<file path="src/rtl/spi_ram_pkg.sv">
// Shared command codes and FSM state encoding for the SPI RAM controller.
package spi_ram_pkg;
    localparam logic [1:0] CMD_WR_ADDR = 2'b00;
    localparam logic [1:0] CMD_WR_DATA = 2'b01;
    localparam logic [1:0] CMD_RD_ADDR = 2'b10;
    localparam logic [1:0] CMD_RD_DATA = 2'b11;

    typedef enum logic {
        ST_IDLE    = 1'b0,
        ST_TX_HOLD = 1'b1
    } state_e;
endpackage

</file>
<file path="src/rtl/spi_ram_mem.sv">
// Word-wide RAM: synchronous write port, registered read port that can load zero
// for out-of-range reads. Only the read register is reset; the array is not.
module spi_ram_mem #(
    parameter int DATA_W    = 8,
    parameter int ADDR_W    = 8,
    parameter int MEM_DEPTH = 256
) (
    input  logic              clk,
    input  logic              rst_n,
    input  logic              we,
    input  logic [ADDR_W-1:0] waddr,
    input  logic [DATA_W-1:0] wdata,
    input  logic              re,
    input  logic              rclr,
    input  logic [ADDR_W-1:0] raddr,
    output logic [DATA_W-1:0] rdata
);
    logic [DATA_W-1:0] mem_q [MEM_DEPTH];
    logic [DATA_W-1:0] rdata_d, rdata_q;

    always_ff @(posedge clk) begin
        if (we) mem_q[waddr] <= wdata;
    end

    always_comb begin
        rdata_d = rdata_q;
        if (re) rdata_d = rclr ? '0 : mem_q[raddr];
    end

    always_ff @(posedge clk or negedge rst_n) begin
        if (!rst_n) rdata_q <= '0;
        else        rdata_q <= rdata_d;
    end

    assign rdata = rdata_q;
endmodule

</file>
<file path="src/rtl/spi_ram_ctrl.sv">
// Command decoder for the SPI RAM slave: write/read pointers, range checking,
// and a two-state result holder that backpressures the SPI front end.
module spi_ram_ctrl
    import spi_ram_pkg::*;
#(
    parameter int DATA_W    = 8,
    parameter int ADDR_W    = 8,
    parameter int MEM_DEPTH = 256,
    parameter int AUTO_INC  = 1
) (
    input  logic              clk,
    input  logic              rst_n,
    input  logic [DATA_W+1:0] din,
    input  logic              rx_valid,
    output logic              rx_ready,
    output logic [DATA_W-1:0] dout,
    output logic              tx_valid,
    input  logic              tx_ready,
    output logic              addr_err
);
    localparam logic [ADDR_W:0]   DEPTH = (ADDR_W+1)'(MEM_DEPTH);
    localparam logic [ADDR_W-1:0] LAST  = ADDR_W'(MEM_DEPTH - 1);

    function automatic logic in_range(input logic [ADDR_W-1:0] a);
        return {1'b0, a} < DEPTH;
    endfunction

    // Out-of-range pointers keep counting and only wrap on natural overflow.
    function automatic logic [ADDR_W-1:0] ptr_next(input logic [ADDR_W-1:0] a);
        if (AUTO_INC == 0) return a;
        return (a == LAST) ? '0 : a + ADDR_W'(1);
    endfunction

    state_e            state_q, state_d;
    logic [ADDR_W-1:0] wr_ptr_q, wr_ptr_d, rd_ptr_q, rd_ptr_d;
    logic              addr_err_q, addr_err_d;
    logic [1:0]        cmd;
    logic [ADDR_W-1:0] pay_addr;
    logic [DATA_W-1:0] pay_data;
    logic              accept, xfer, mem_we, mem_re, mem_rclr;

    assign cmd      = din[DATA_W+1:DATA_W];
    assign pay_data = din[DATA_W-1:0];
    assign pay_addr = din[ADDR_W-1:0];
    assign tx_valid = (state_q == ST_TX_HOLD);
    assign rx_ready = ~tx_valid | tx_ready;
    assign accept   = rx_valid & rx_ready;
    assign xfer     = tx_valid & tx_ready;
    assign addr_err = addr_err_q;

    always_comb begin
        state_d    = state_q;
        wr_ptr_d   = wr_ptr_q;
        rd_ptr_d   = rd_ptr_q;
        addr_err_d = 1'b0;
        mem_we     = 1'b0;
        mem_re     = 1'b0;
        mem_rclr   = 1'b0;
        if (xfer) state_d = ST_IDLE;
        if (accept) begin
            case (cmd)
                CMD_WR_ADDR: begin
                    wr_ptr_d   = pay_addr;
                    addr_err_d = ~in_range(pay_addr);
                end
                CMD_WR_DATA: begin
                    mem_we     = in_range(wr_ptr_q);
                    addr_err_d = ~in_range(wr_ptr_q);
                    wr_ptr_d   = ptr_next(wr_ptr_q);
                end
                CMD_RD_ADDR: begin
                    rd_ptr_d   = pay_addr;
                    addr_err_d = ~in_range(pay_addr);
                end
                default: begin
                    // A read accepted alongside an xfer reloads dout and stays in hold.
                    mem_re     = 1'b1;
                    mem_rclr   = ~in_range(rd_ptr_q);
                    addr_err_d = ~in_range(rd_ptr_q);
                    rd_ptr_d   = ptr_next(rd_ptr_q);
                    state_d    = ST_TX_HOLD;
                end
            endcase
        end
    end

    always_ff @(posedge clk or negedge rst_n) begin
        if (!rst_n) begin
            state_q    <= ST_IDLE;
            wr_ptr_q   <= '0;
            rd_ptr_q   <= '0;
            addr_err_q <= 1'b0;
        end else begin
            state_q    <= state_d;
            wr_ptr_q   <= wr_ptr_d;
            rd_ptr_q   <= rd_ptr_d;
            addr_err_q <= addr_err_d;
        end
    end

    spi_ram_mem #(
        .DATA_W   (DATA_W),
        .ADDR_W   (ADDR_W),
        .MEM_DEPTH(MEM_DEPTH)
    ) u_mem (
        .clk  (clk),
        .rst_n(rst_n),
        .we   (mem_we),
        .waddr(wr_ptr_q),
        .wdata(pay_data),
        .re   (mem_re),
        .rclr (mem_rclr),
        .raddr(rd_ptr_q),
        .rdata(dout)
    );
endmodule
</file>
<file path="config.mk">
export PLATFORM = sky130hd
export DESIGN_NAME = spi_ram_ctrl
export DESIGN_NICKNAME = d
export VERILOG_FILES = /design/src/rtl/spi_ram_pkg.sv /design/src/rtl/spi_ram_mem.sv /design/src/rtl/spi_ram_ctrl.sv
export SDC_FILE = /design/constraint.sdc
export NUM_CORES = 2
export LEC_CHECK = 0
export ABC_AREA = 1
export CAP_MARGIN = 20
export CELL_PAD_IN_SITES_DETAIL_PLACEMENT = 1
export CELL_PAD_IN_SITES_GLOBAL_PLACEMENT = 1
export CORE_AREA = 3 3 485 343
export DETAILED_ROUTE_END_ITERATION = 8
export DIE_AREA = 0 0 488 346
export PLACE_DENSITY = 0.87
export SETUP_SLACK_MARGIN = 0.1
export SLEW_MARGIN = 20
export SYNTH_ARGS = -nofsm -noshare
export SYNTH_HDL_FRONTEND = slang
export SYNTH_SLANG_ARGS = --single-unit
</file>
<file path="constraint.sdc">
create_clock -name clk -period 5.75 [get_ports clk]
set_input_delay 1.4375 -clock clk [delete_from_list [all_inputs] [get_ports clk]]
set_output_delay 1.4375 -clock clk [all_outputs]
set_load 0.01 [all_outputs]
</file>
==> results_dict.tcl <==
set metrics [dict create \
    die_area_um2 169000 \
    critPathMaxFanout 10 \
    grt_antenna_before_repair 11 \
    p_leak_nw 37.1 \
    r2r-start "rd_ptr_q[0]$_DFFE_PN0P_" \
    whs_path_depth 2 \
    clock_path_buffers 3 \
    postSynthCellCount 8225 \
    io_buffers 23 \
    grt_setup_unrepaired "no" \
    crit_required_ns 6.22 \
    initial_utilization 0.546 \
    path_common_cell "nor2_1" \
    fin_crit_sh 0.813 \
    clk_latency_ns 0.85 \
    seq_area_um2 62100 \
    synth-seq-cells 2073 \
    critical_path_class "input pin to flip-flop" \
    clk_pin_slew_ns 0.06 \
    relSlewSlack 0.214 \
    combPwrFrac 0.233 \
    wl_per_cell_um 28.5 \
    ys.flop_type "edfxtp_1" \
    ios 25 \
    yosys_warnings 0 \
    powerDensity_nw_per_um2 404 \
    yosysSeqAreaShare 0.700 \
    drtIter0Drc 9543 \
    fmax_ghz 0.214 \
    cts_tree "built" \
    die_x_um 488 \
    vdd_drop_max_v 0.000349 \
    arrival_ns 5.14 \
    grt_first_pass_wirelength_um 435000 \
    rows 124 \
    hp-class "flip-flop to flip-flop" \
    r2r_end "u_mem.rdata[3]$_DFFE_PN0P_" \
    overflow 0 \
    critPathCaptureType "flip-flop" \
    cts_setup_buffers 0 \
    htree_levels 4 \
    cp_slowest_stage_delay_ns 0.75 \
    slew_viol_final 0 \
    critPathTopFamily "simple AND/OR/NAND/NOR gates" \
    hpwl_um 168000 \
    syn_area_um2 88700 \
    outcome "finished clean" \
    cts_buffers 188 \
    area_growth_pct 8.84 \
    postRouteAntennaNets 0 \
    cp-start-kind "input pin" \
    root_buffer "clkbuf_16" \
    setup_violations 0 \
    worstMarginPinSlew_ns 1.18 \
    grt_use_total 0.345 \
    hold_slack_ns 0.577 \
    wl_um 295000 \
    min_to "tx_valid$_DFF_PN0_" \
    num-fill-cells 16700 \
    grt_pass1_vias 67800 \
    crit_buf_inv 4 \
    holdCritStartpoint "tx_valid$_DFF_PN0_" \
    worstRegToRegCells 15 \
    clockPowerShare 0.334 \
    multiInputGateArea_um2 21600 \
    p_switching_mw 12.9 \
    dp_slack_ns 0.499 \
    fin_util 0.594 \
    die_h_um 346 \
    internal_power_mw 26.1 \
    route.vias.total 64900 \
    yosysUniqueCellTypes 30 \
    power_frac_seq 0.433 \
    grt_max_degree 249 \
    avgSynthCellArea_um2 10.8 \
    gp_congestion 0.905 \
    core_area_um2 162000 \
    finalHoldViolCount 0 \
    cts_resized 0 \
    drive_gt1_frac 0.0626 \
    async_flop_share 0.0121 \
    skew_ns 0.0317 \
    r2r_slack_ns 1.59 \
    slowest_stage "nor2_1" \
    dp_cells 10000 \
    tns_ns 0 \
    first_pass_iters 6 \
    synth-edff-count 2048 \
    cts_hold_buf 0 \
    crit_chain "clkdlybuf4s50_1, inv_2, nor2_1, inv_1, nor3b_2, nand3_2, buf_4, nor2_1" \
    synth_fp_nets 8244 \
    drv_cap 0 \
    fin_cells 10400 \
    period_needed_ns 4.67 \
    drc 0 \
    fin_ws_ns 1.08 \
    cts_sinks 2073 \
    viasPerCell 6.26 \
    swShare 0.330 \
    fin_nets 8071 \
]
logic make-up after synthesis:
family / after synthesis / synth area share
simple gates: 4432 / 0.202
flops: 2073 / 0.700
buf+inv: 1151 / 0.0567
compound gates: 560 / 0.0399
fa+ha+maj: 5 / 0.000705
xor+xnor: 3 / 0.000296
other cells: 1 / 0.0000423
final cells by class:
class | count | area share
Timing Repair Buffer | 125 | 0.0152
Clock buffer | 246 | 0.0530
Tap cell | 2142 | 0.0278
Inverter | 663 | 0.0260
Antenna cell | 5 | 0.000130
Sequential cell | 2073 | 0.644
Clock inverter | 98 | 0.0105
Multi-Input combinational cell | 5001 | 0.224
how the worst max path moves through the flow:
stage                                          endpoint  depth (start not counted)   start
after global placement     u_mem.mem_q[17][5]$_DFFE_PP_                          8  din[8]
final                     u_mem.mem_q[149][0]$_DFFE_PP_                          8  din[8]
after global routing      u_mem.mem_q[149][0]$_DFFE_PP_                          8  din[8]
after detailed placement   u_mem.mem_q[65][0]$_DFFE_PP_                          8  din[8]
after floorplan           u_mem.mem_q[100][0]$_DFFE_PP_                          8  din[8]
after CTS                  u_mem.mem_q[65][0]$_DFFE_PP_                          8  din[8]
cells in the mapped netlist (21+ instances only):
library cell | number | area [µm²]
nand2_1 | 2816 | 10600
edfxtp_1 | 2048 | 61500
nand3_1 | 748 | 3740
nor2_1 | 735 | 2760
inv_1 | 652 | 2450
o211ai_1 | 283 | 2120
o21ai_0 | 242 | 1210
clkbuf_1 | 199 | 747
buf_2 | 194 | 971
or2_2 | 115 | 719
buf_6 | 50 | 563
dfrtp_1 | 25 | 626
buf_4 | 24 | 180
buf_1 | 21 | 78.8
sequential cells by signal, indices dropped and copies added, names as in the netlist:
name         flops
u_mem.mem_q   2048
rd_ptr_q         8
u_mem.rdata      8
wr_ptr_q         8
tx_valid         1
power by group through the flow:
stage / Combinational [mW] / Sequential (mW) / Clock [mW]
5_1_grt: 9.64 / 16.9 / 13.6
3_3_place_gp: 7.96 / 17.2 / 0
2_1_floorplan: 5.56 / 17.0 / 0
6_report: 9.08 / 16.9 / 13.0
4_1_cts: 8.79 / 16.9 / 13.0
3_5_place_dp: 8.49 / 17.2 / 0
layer usage:
| metal | vias up | global-route usage | routed length (µm) |
|---|---|---|---|
| met1 | 32300 | 0.449 | 109000 |
| met2 | 4385 | 0.545 | 137000 |
| met3 | 1016 | 0.0794 | 32300 |
| li1 | 27200 | - | - |
| met5 | - | 0 | 52 |
| met4 | 8 | 0.178 | 16400 |
metrics by stage:
stage | total power [mW] | area [µm²]
3_3_place_gp | 25.1 | 90400
5_1_grt | 40.1 | 96600
6_report | 39.0 | 96600
4_1_cts | 38.7 | 96500
3_5_place_dp | 25.7 | 90400
2_1_floorplan | 22.6 | 88700
tightest hold or removal path, stage by stage, from the launching register on:
cell     delay, ns
dfrtp_1       0.35
nand2_1       0.11
nand2_1       0.09
cells in the final DEF (no fill, tap or decap), types with 15 or more instances in the layout:
master              n
buf_12             32
buf_4              68
bufinv_16          21
clkbuf_1           47
clkbuf_16         196
clkdlybuf4s50_1    15
clkinv_1           44
clkinv_2           28
dfrtp_1            20
edfxtp_1         2048
inv_1             650
nand2_1          2813
nand3_1           741
nor2_1            735
o211ai_1          283
o21ai_0           242
or2_2             115
Note: power is estimated with default switching activity, not from simulation.
